==> config.mk <==
export PLATFORM = sky130hd
export DESIGN_NAME = dmem_arbiter
export DESIGN_NICKNAME = d
export VERILOG_FILES = /design/src/rtl/dmem_arbiter.sv
export SDC_FILE = /design/constraint.sdc
export NUM_CORES = 1
export LEC_CHECK = 0
export BUFFER_PORTS_ARGS = -buffer_cell sky130_fd_sc_hd__buf_2
export CAP_MARGIN = 20
export CORE_AREA = 8 8 116 118
export CTS_CLUSTER_DIAMETER = 200
export DETAILED_ROUTE_END_ITERATION = 6
export DIE_AREA = 0 0 124 126
export PLACE_DENSITY_LB_ADDON = 0.3
export SLEW_MARGIN = 10
export SYNTH_ARGS = -nofsm -noshare
export SYNTH_HDL_FRONTEND = slang
export SYNTH_SLANG_ARGS = --single-unit
export TNS_END_PERCENT = 5
==> constraint.sdc <==
create_clock -name clk -period 4.1 [get_ports clk]
set_input_delay 0.205 -clock clk [delete_from_list [all_inputs] [get_ports clk]]
set_output_delay 0.205 -clock clk [all_outputs]
set_load 0.05 [all_outputs]
==> src/rtl/dmem_arbiter.sv <==
// Purpose: two-port arbiter/sequencer in front of a single-ported data memory, with access checking.
// Latency: memory access on the accepting edge; response registered and visible the following cycle.
// Backpressure: a port is only granted when its response slot is empty or being drained this cycle.
module dmem_arbiter #(
    parameter int FIXED_PRIO = 0,
    parameter int ADDR_W     = 32
) (
    input  logic              clk,
    input  logic              rst,

    input  logic              p0_req_valid,
    output logic              p0_req_ready,
    input  logic              p0_req_store,
    input  logic [2:0]        p0_req_funct3,
    input  logic [ADDR_W-1:0] p0_req_addr,
    input  logic [31:0]       p0_req_wdata,
    output logic              p0_rsp_valid,
    input  logic              p0_rsp_ready,
    output logic [31:0]       p0_rsp_rdata,
    output logic              p0_rsp_err,

    input  logic              p1_req_valid,
    output logic              p1_req_ready,
    input  logic              p1_req_store,
    input  logic [2:0]        p1_req_funct3,
    input  logic [ADDR_W-1:0] p1_req_addr,
    input  logic [31:0]       p1_req_wdata,
    output logic              p1_rsp_valid,
    input  logic              p1_rsp_ready,
    output logic [31:0]       p1_rsp_rdata,
    output logic              p1_rsp_err,

    output logic [2:0]        mem_funct3,
    output logic              mem_load,
    output logic              mem_store,
    output logic [ADDR_W-1:0] mem_addr,
    output logic [31:0]       mem_wdata,
    input  logic [31:0]       mem_rdata
);

    // Illegal funct3 for the access type, or a halfword/word not naturally aligned.
    function automatic logic access_err(input logic store, input logic [2:0] f3, input logic [1:0] a);
        logic legal;
        logic misaligned;
        if (store) begin
            legal = (f3 == 3'b000) || (f3 == 3'b001) || (f3 == 3'b010);
        end else begin
            legal = (f3 == 3'b000) || (f3 == 3'b001) || (f3 == 3'b010) ||
                    (f3 == 3'b100) || (f3 == 3'b101);
        end
        misaligned = ((f3[1:0] == 2'b01) && a[0]) || ((f3[1:0] == 2'b10) && (a != 2'b00));
        return !legal || misaligned;
    endfunction

    logic        p0_rsp_valid_q, p0_rsp_valid_d;
    logic [31:0] p0_rsp_rdata_q, p0_rsp_rdata_d;
    logic        p0_rsp_err_q,   p0_rsp_err_d;
    logic        p1_rsp_valid_q, p1_rsp_valid_d;
    logic [31:0] p1_rsp_rdata_q, p1_rsp_rdata_d;
    logic        p1_rsp_err_q,   p1_rsp_err_d;
    logic        last_grant_q,   last_grant_d;

    logic p0_err, p1_err;
    logic p0_elig, p1_elig;
    logic gnt0, gnt1;

    assign p0_err  = access_err(p0_req_store, p0_req_funct3, p0_req_addr[1:0]);
    assign p1_err  = access_err(p1_req_store, p1_req_funct3, p1_req_addr[1:0]);

    // A port may issue only if its response slot will be free after this edge.
    assign p0_elig = p0_req_valid && (!p0_rsp_valid_q || p0_rsp_ready);
    assign p1_elig = p1_req_valid && (!p1_rsp_valid_q || p1_rsp_ready);

    // Grant selection: single eligible port wins outright; ties go by priority mode.
    always_comb begin
        gnt0 = 1'b0;
        gnt1 = 1'b0;
        if (!rst) begin
            if (p0_elig && p1_elig) begin
                if (FIXED_PRIO != 0) begin
                    gnt0 = 1'b1;
                end else if (last_grant_q) begin
                    gnt0 = 1'b1;
                end else begin
                    gnt1 = 1'b1;
                end
            end else begin
                gnt0 = p0_elig;
                gnt1 = p1_elig;
            end
        end
    end

    assign p0_req_ready = gnt0;
    assign p1_req_ready = gnt1;

    // Drive the memory from the granted port; faulting accesses never strobe load/store.
    always_comb begin
        mem_funct3 = 3'b000;
        mem_load   = 1'b0;
        mem_store  = 1'b0;
        mem_addr   = '0;
        mem_wdata  = 32'd0;
        if (gnt0) begin
            mem_funct3 = p0_req_funct3;
            mem_addr   = p0_req_addr;
            mem_wdata  = p0_req_wdata;
            mem_load   = !p0_req_store && !p0_err;
            mem_store  = p0_req_store && !p0_err;
        end else if (gnt1) begin
            mem_funct3 = p1_req_funct3;
            mem_addr   = p1_req_addr;
            mem_wdata  = p1_req_wdata;
            mem_load   = !p1_req_store && !p1_err;
            mem_store  = p1_req_store && !p1_err;
        end
    end

    // Port 0 response slot: load on accept, drain on ready, otherwise hold.
    always_comb begin
        p0_rsp_valid_d = p0_rsp_valid_q;
        p0_rsp_rdata_d = p0_rsp_rdata_q;
        p0_rsp_err_d   = p0_rsp_err_q;
        if (gnt0) begin
            p0_rsp_valid_d = 1'b1;
            p0_rsp_rdata_d = mem_load ? mem_rdata : 32'd0;
            p0_rsp_err_d   = p0_err;
        end else if (p0_rsp_ready) begin
            p0_rsp_valid_d = 1'b0;
        end
    end

    // Port 1 response slot: same behaviour as port 0.
    always_comb begin
        p1_rsp_valid_d = p1_rsp_valid_q;
        p1_rsp_rdata_d = p1_rsp_rdata_q;
        p1_rsp_err_d   = p1_rsp_err_q;
        if (gnt1) begin
            p1_rsp_valid_d = 1'b1;
            p1_rsp_rdata_d = mem_load ? mem_rdata : 32'd0;
            p1_rsp_err_d   = p1_err;
        end else if (p1_rsp_ready) begin
            p1_rsp_valid_d = 1'b0;
        end
    end

    // Round-robin pointer moves only when an access is actually accepted.
    always_comb begin
        last_grant_d = last_grant_q;
        if ((FIXED_PRIO == 0) && (gnt0 || gnt1)) begin
            last_grant_d = gnt1;
        end
    end

    // State registers; reset drops any pending response and arms port 0 for the first tie.
    always_ff @(posedge clk or posedge rst) begin
        if (rst) begin
            p0_rsp_valid_q <= 1'b0;
            p0_rsp_rdata_q <= 32'd0;
            p0_rsp_err_q   <= 1'b0;
            p1_rsp_valid_q <= 1'b0;
            p1_rsp_rdata_q <= 32'd0;
            p1_rsp_err_q   <= 1'b0;
            last_grant_q   <= 1'b1;
        end else begin
            p0_rsp_valid_q <= p0_rsp_valid_d;
            p0_rsp_rdata_q <= p0_rsp_rdata_d;
            p0_rsp_err_q   <= p0_rsp_err_d;
            p1_rsp_valid_q <= p1_rsp_valid_d;
            p1_rsp_rdata_q <= p1_rsp_rdata_d;
            p1_rsp_err_q   <= p1_rsp_err_d;
            last_grant_q   <= last_grant_d;
        end
    end

    assign p0_rsp_valid = p0_rsp_valid_q;
    assign p0_rsp_rdata = p0_rsp_rdata_q;
    assign p0_rsp_err   = p0_rsp_err_q;
    assign p1_rsp_valid = p1_rsp_valid_q;
    assign p1_rsp_rdata = p1_rsp_rdata_q;
    assign p1_rsp_err   = p1_rsp_err_q;

endmodule
# [Word level (Yosys, flattened, before mapping)]
# Index checks and enable logic that the tools add are counted.
[classes] reduce_logical=40 n_eq_ne=12 n_mux=23
[ops] op="$mux W32" n=5
[ops] op="$mux W1" n=16
[ops] op="$logic_or A1 B1 Y1" n=15
[ops] op="$eq A3 B3 Y1 const B" n=4
[ops] op="$logic_and A1 B1 Y1" n=11
[ops] op="$logic_not A1 Y1" n=8
[ops] op="$reduce_bool A2 Y1" n=4
[ops] op="$eq A3 B1 Y1 const B" n=2
[ops] op="$eq A3 B2 Y1 const B" n=2
[ops] op="$logic_not A3 Y1" n=2
[ops] op="$mux W3" n=2
[ops] op="$eq A2 B1 Y1 const B" n=2
[ops] op="$eq A2 B2 Y1 const B" n=2
[totals] regBits=69 output_inout_bits=139

# [Longest topological paths before layout]
[depth] ltp_word=13 ltp_mapped=8 depth_no_buf=5

# [Worst setup path after synthesis]
# Ideal clock, no wire load.
[synth_timing] kind="input -> output" start="input port rst" end="output port mem_wdata[22]" slack_ps=291 t_required_ps=3895 arrival_ps=3604 path_stages=5 cell_sequence="inv_1 o2111ai_2 inv_2 clkbuf_1 a22o_1"
[synth_between] elab_cells_between_ends=4 cone_classes="mux (4)"
[synth_rtl] element="start, declared" line_no="9" source="input logic rst,"
[synth_rtl] element="$mux W1" line_no="78" source="if (!rst) begin"
[synth_rtl] element="net p0_req_ready" line_no="12" source="output logic p0_req_ready,"
[synth_rtl] element="$mux W32" line_no="104" source="if (gnt0) begin"
[synth_rtl] element="end, declared" line_no="37" source="output logic [31:0] mem_wdata,"
# The timed path passes the listed nets, and every way through them passes these cells.

# [Final worst setup path]
[layout_timing] start="input port rst" end="output port mem_load"
[layout_between] elab_chain_cells=3 elab_cells_between_ends=4 cone_classes="mux (4)"
[layout_lines] element="$mux W1" line_no="78"
[layout_lines] element="$mux W1" line_no="110" source="end else if (gnt1) begin"
[layout_lines] element="$mux W1 *" line_no="104"
[layout_lines] element="end, declared" line_no="34" source="output logic mem_load,"
# Mark *: on every way between the ends. The rest lies on a longest branch, timed or not.

==> results.sh <==
export IMPL_end_kind="output pin"
export IMPL_wl_per_cell_um=22.5
export IMPL_final_nets=737
export IMPL_dpl_cell_area_um2=4950
export IMPL_die_area_um2=15600
export IMPL_clk_path_buf_depth=2
export IMPL_cts_tree="built"
export IMPL_hold_path_class="in -> reg"
export IMPL_ys_warnings_count=0
export IMPL_drt_total_wl_um=16200
export IMPL_clock_latency_ns=0.32
export IMPL_fin_setup_tns_ns=0
export IMPL_clk_pin_slew_ns=0.06
export IMPL_syn_num_nets=433
export IMPL_synthesis_area_um2=3310
export IMPL_rr_startpoint="last_grant_q"
export IMPL_stdcell_count=718
export IMPL_cts_root_buf="clkbuf_16"
export IMPL_max_cap_violations=0
export IMPL_p_sw_frac=0.396
export IMPL_setup_violations=0
export IMPL_die_w_um=124
export IMPL_skew_ns=0.00456
export IMPL_p_clk_frac=0.315
export IMPL_die_y_um=126
export IMPL_drive_above_1_share=0.662
export IMPL_initial_utilization=0.283
export IMPL_crit_type="in -> out"
export IMPL_p_comb_frac=0.368
export IMPL_cts_setup_buffers=0
export IMPL_critPathRequiredTime_ns=3.89
export IMPL_peakVddDrop_mv=0.293
export IMPL_netlist_instances=259
export IMPL_outcome="finished, final reports clean"
export IMPL_dp_cells=696
export IMPL_slew_violations=0
export IMPL_synth_ff_latch_count=69
export IMPL_yosysSeqAreaShare=0.522
export IMPL_finalHoldViolations=0
export IMPL_clock_sinks=69
export IMPL_hold_start="mem_rdata[21]"
export IMPL_period_minus_slack_ns=2.89
export IMPL_seq_power_share=0.317
export IMPL_grt_antenna_before_repair=8
export IMPL_pre_cts_slack_ns=1.43
export IMPL_path_max_fanout=17
export IMPL_syn_avg_cell_area_um2=12.8
export IMPL_first_pass_iters=4
export IMPL_htree_levels=3
export IMPL_yosysUniqueCellTypes=30
export IMPL_grt_pass1_wl_um=23600
export IMPL_fmax_ghz=0.346
export IMPL_final_cell_mix="312 x buf_2, 104 x a22o_1, 68 x dfrtp_1"
export IMPL_final_area_um2=5320
export IMPL_vias=3698
export IMPL_worstSetupEndpoint="mem_load"
export IMPL_slew_headroom=0.310
export IMPL_reg2reg_depth=5
export IMPL_drt_vias_per_instance=5.15
export IMPL_reg2reg_slack_ns=1.82
export IMPL_start_kind="input port"
export IMPL_ctsHoldBuffers=1
export IMPL_finalCritPeriodShare=0.704
export IMPL_core_rowCount=40
export IMPL_p_int_mw=1.51
export IMPL_layout_setup_ws_ns=1.21
export IMPL_post_route_drc_count=0
export IMPL_cts_resized=0
export IMPL_cts_buffers=9
export IMPL_grt_pass1_vias=3863
export IMPL_crit_start="rst"
export IMPL_p_switching_mw=0.988
export IMPL_dpl_hpwl_um=13000
export IMPL_worst_pin_slew_ns=1.03
export IMPL_grtUsageTotal=0.199
export IMPL_rsz0062_at_grt="false"
export IMPL_io_buffers=312
export IMPL_cp_arrival_ns=2.68
export IMPL_reg2reg_to="p0_rsp_rdata[12]"
export IMPL_utilization=0.454
export IMPL_gp_congestion=0.969
export IMPL_p_per_area_nw_per_um2=469
export IMPL_p_leak_nw=3.10
export IMPL_postRouteAntennaNets=0
export IMPL_fp_coreArea_um2=11700
export IMPL_layout_commonest_cell="buf_2"
export IMPL_grt_max_degree=71
export IMPL_num_io_pins=313
export IMPL_syn2layout_area_growth_pct=60.6
export IMPL_grt_overflow=0
export IMPL_drtIter0Drc=279
-- flip-flops by register name (all words and copies together) (netlist names) --
| register | flops |
|---|---|
| p0_rsp_rdata | 32 |
| p1_rsp_err | 1 |
| p0_rsp_valid | 1 |
| p1_rsp_valid | 1 |
| p0_rsp_err | 1 |
| last_grant_q | 1 |
| p1_rsp_rdata | 32 |
-- layout make-up --
| type | instances | area (µm²) |
|---|---|---|
| fill | 1124 | 6390 |
| sequential | 69 | 1730 |
| timing repair buffer | 320 | 1650 |
| multi-input combinational | 159 | 1420 |
| clock buffer | 11 | 253 |
| tap | 147 | 184 |
| clock inverter | 5 | 58.8 |
| inverter | 4 | 15.0 |
| antenna | 3 | 7.51 |
-- worst min path at each step --
stage                     cells past startpoint               end  slack (ns)
after floorplan                               1  p1_rsp_rdata[15]        0.34
after global placement                        2      p0_rsp_valid        0.17
after detailed placement                      2      p0_rsp_valid        0.17
after CTS                                     2  p0_rsp_rdata[21]        0.09
after global routing                          2  p1_rsp_rdata[26]        0.10
final                                         2  p0_rsp_rdata[21]        0.11
-- cells by family after synthesis --
| logic type | synth area share |
|---|---|
| AOI/OAI and AO/OA | 0.373 |
| buffers and inverters | 0.0536 |
| DFF | 0.522 |
| muxes | 0.00340 |
| and+or+nand+nor | 0.0480 |
-- worst max-delay path, stage by stage --
cell and delay (ns):
dlygate4sd3_1 0.56, buf_2 0.13, inv_2 0.22, o2111ai_4 0.31, nor3_4 0.72, or2_2 0.25, buf_2 0.27
-- power groups by stage --
stage | combinational, mW | sequential, mW | clock, mW
5_1_grt | 0.963 | 0.801 | 0.837
3_3_place_gp | 0.912 | 0.802 | 0
6_report | 0.919 | 0.792 | 0.786
4_1_cts | 0.921 | 0.792 | 0.807
3_5_place_dp | 0.917 | 0.802 | 0
2_1_floorplan | 0.414 | 1.03 | 0
-- layer usage --
layer / vias to the layer above / global-route usage / wire, µm
met5: - / 0 / 37
met4: 6 / 0.0574 / 231
met3: 22 / 0.0675 / 1560
met2: 203 / 0.327 / 8220
met1: 1804 / 0.238 / 6120
li1: 1663 / - / -
-- cell usage after synthesis --
master | n | area share
buf_6 | 5 | 0.017
mux2_2 | 1 | 0.0034
nand2b_4 | 1 | 0.0042
a22o_1 | 104 | 0.28
and3_1 | 1 | 0.0019
a221oi_1 | 1 | 0.0026
nand2b_1 | 2 | 0.0038
nor2b_1 | 1 | 0.0019
nor2_1 | 1 | 0.0011
o21ai_0 | 2 | 0.0030
clkbuf_1 | 9 | 0.010
nand3_1 | 1 | 0.0015
a221oi_2 | 1 | 0.0045
o22ai_1 | 1 | 0.0019
nor4_1 | 1 | 0.0019
or2_1 | 1 | 0.0019
o2111ai_2 | 1 | 0.0045
nor4_4 | 2 | 0.013
or2_2 | 1 | 0.0019
inv_2 | 2 | 0.0023
a22o_2 | 27 | 0.082
dfstp_2 | 1 | 0.0079
buf_4 | 3 | 0.0068
and3_4 | 1 | 0.0034
dfrtp_1 | 68 | 0.51
buf_2 | 10 | 0.015
nor2_2 | 1 | 0.0019
nand2_1 | 6 | 0.0068
nor3_2 | 1 | 0.0030
inv_1 | 2 | 0.0023
-- per-stage QoR --
stage                     power [mW]  hold WS, ns
final                           2.50        0.109
after global routing            2.60        0.101
after CTS                       2.52       0.0942
after detailed placement        1.72        0.166
after global placement          1.71        0.166
after floorplan                 1.44        0.338
(Power assumes the default switching activity.)
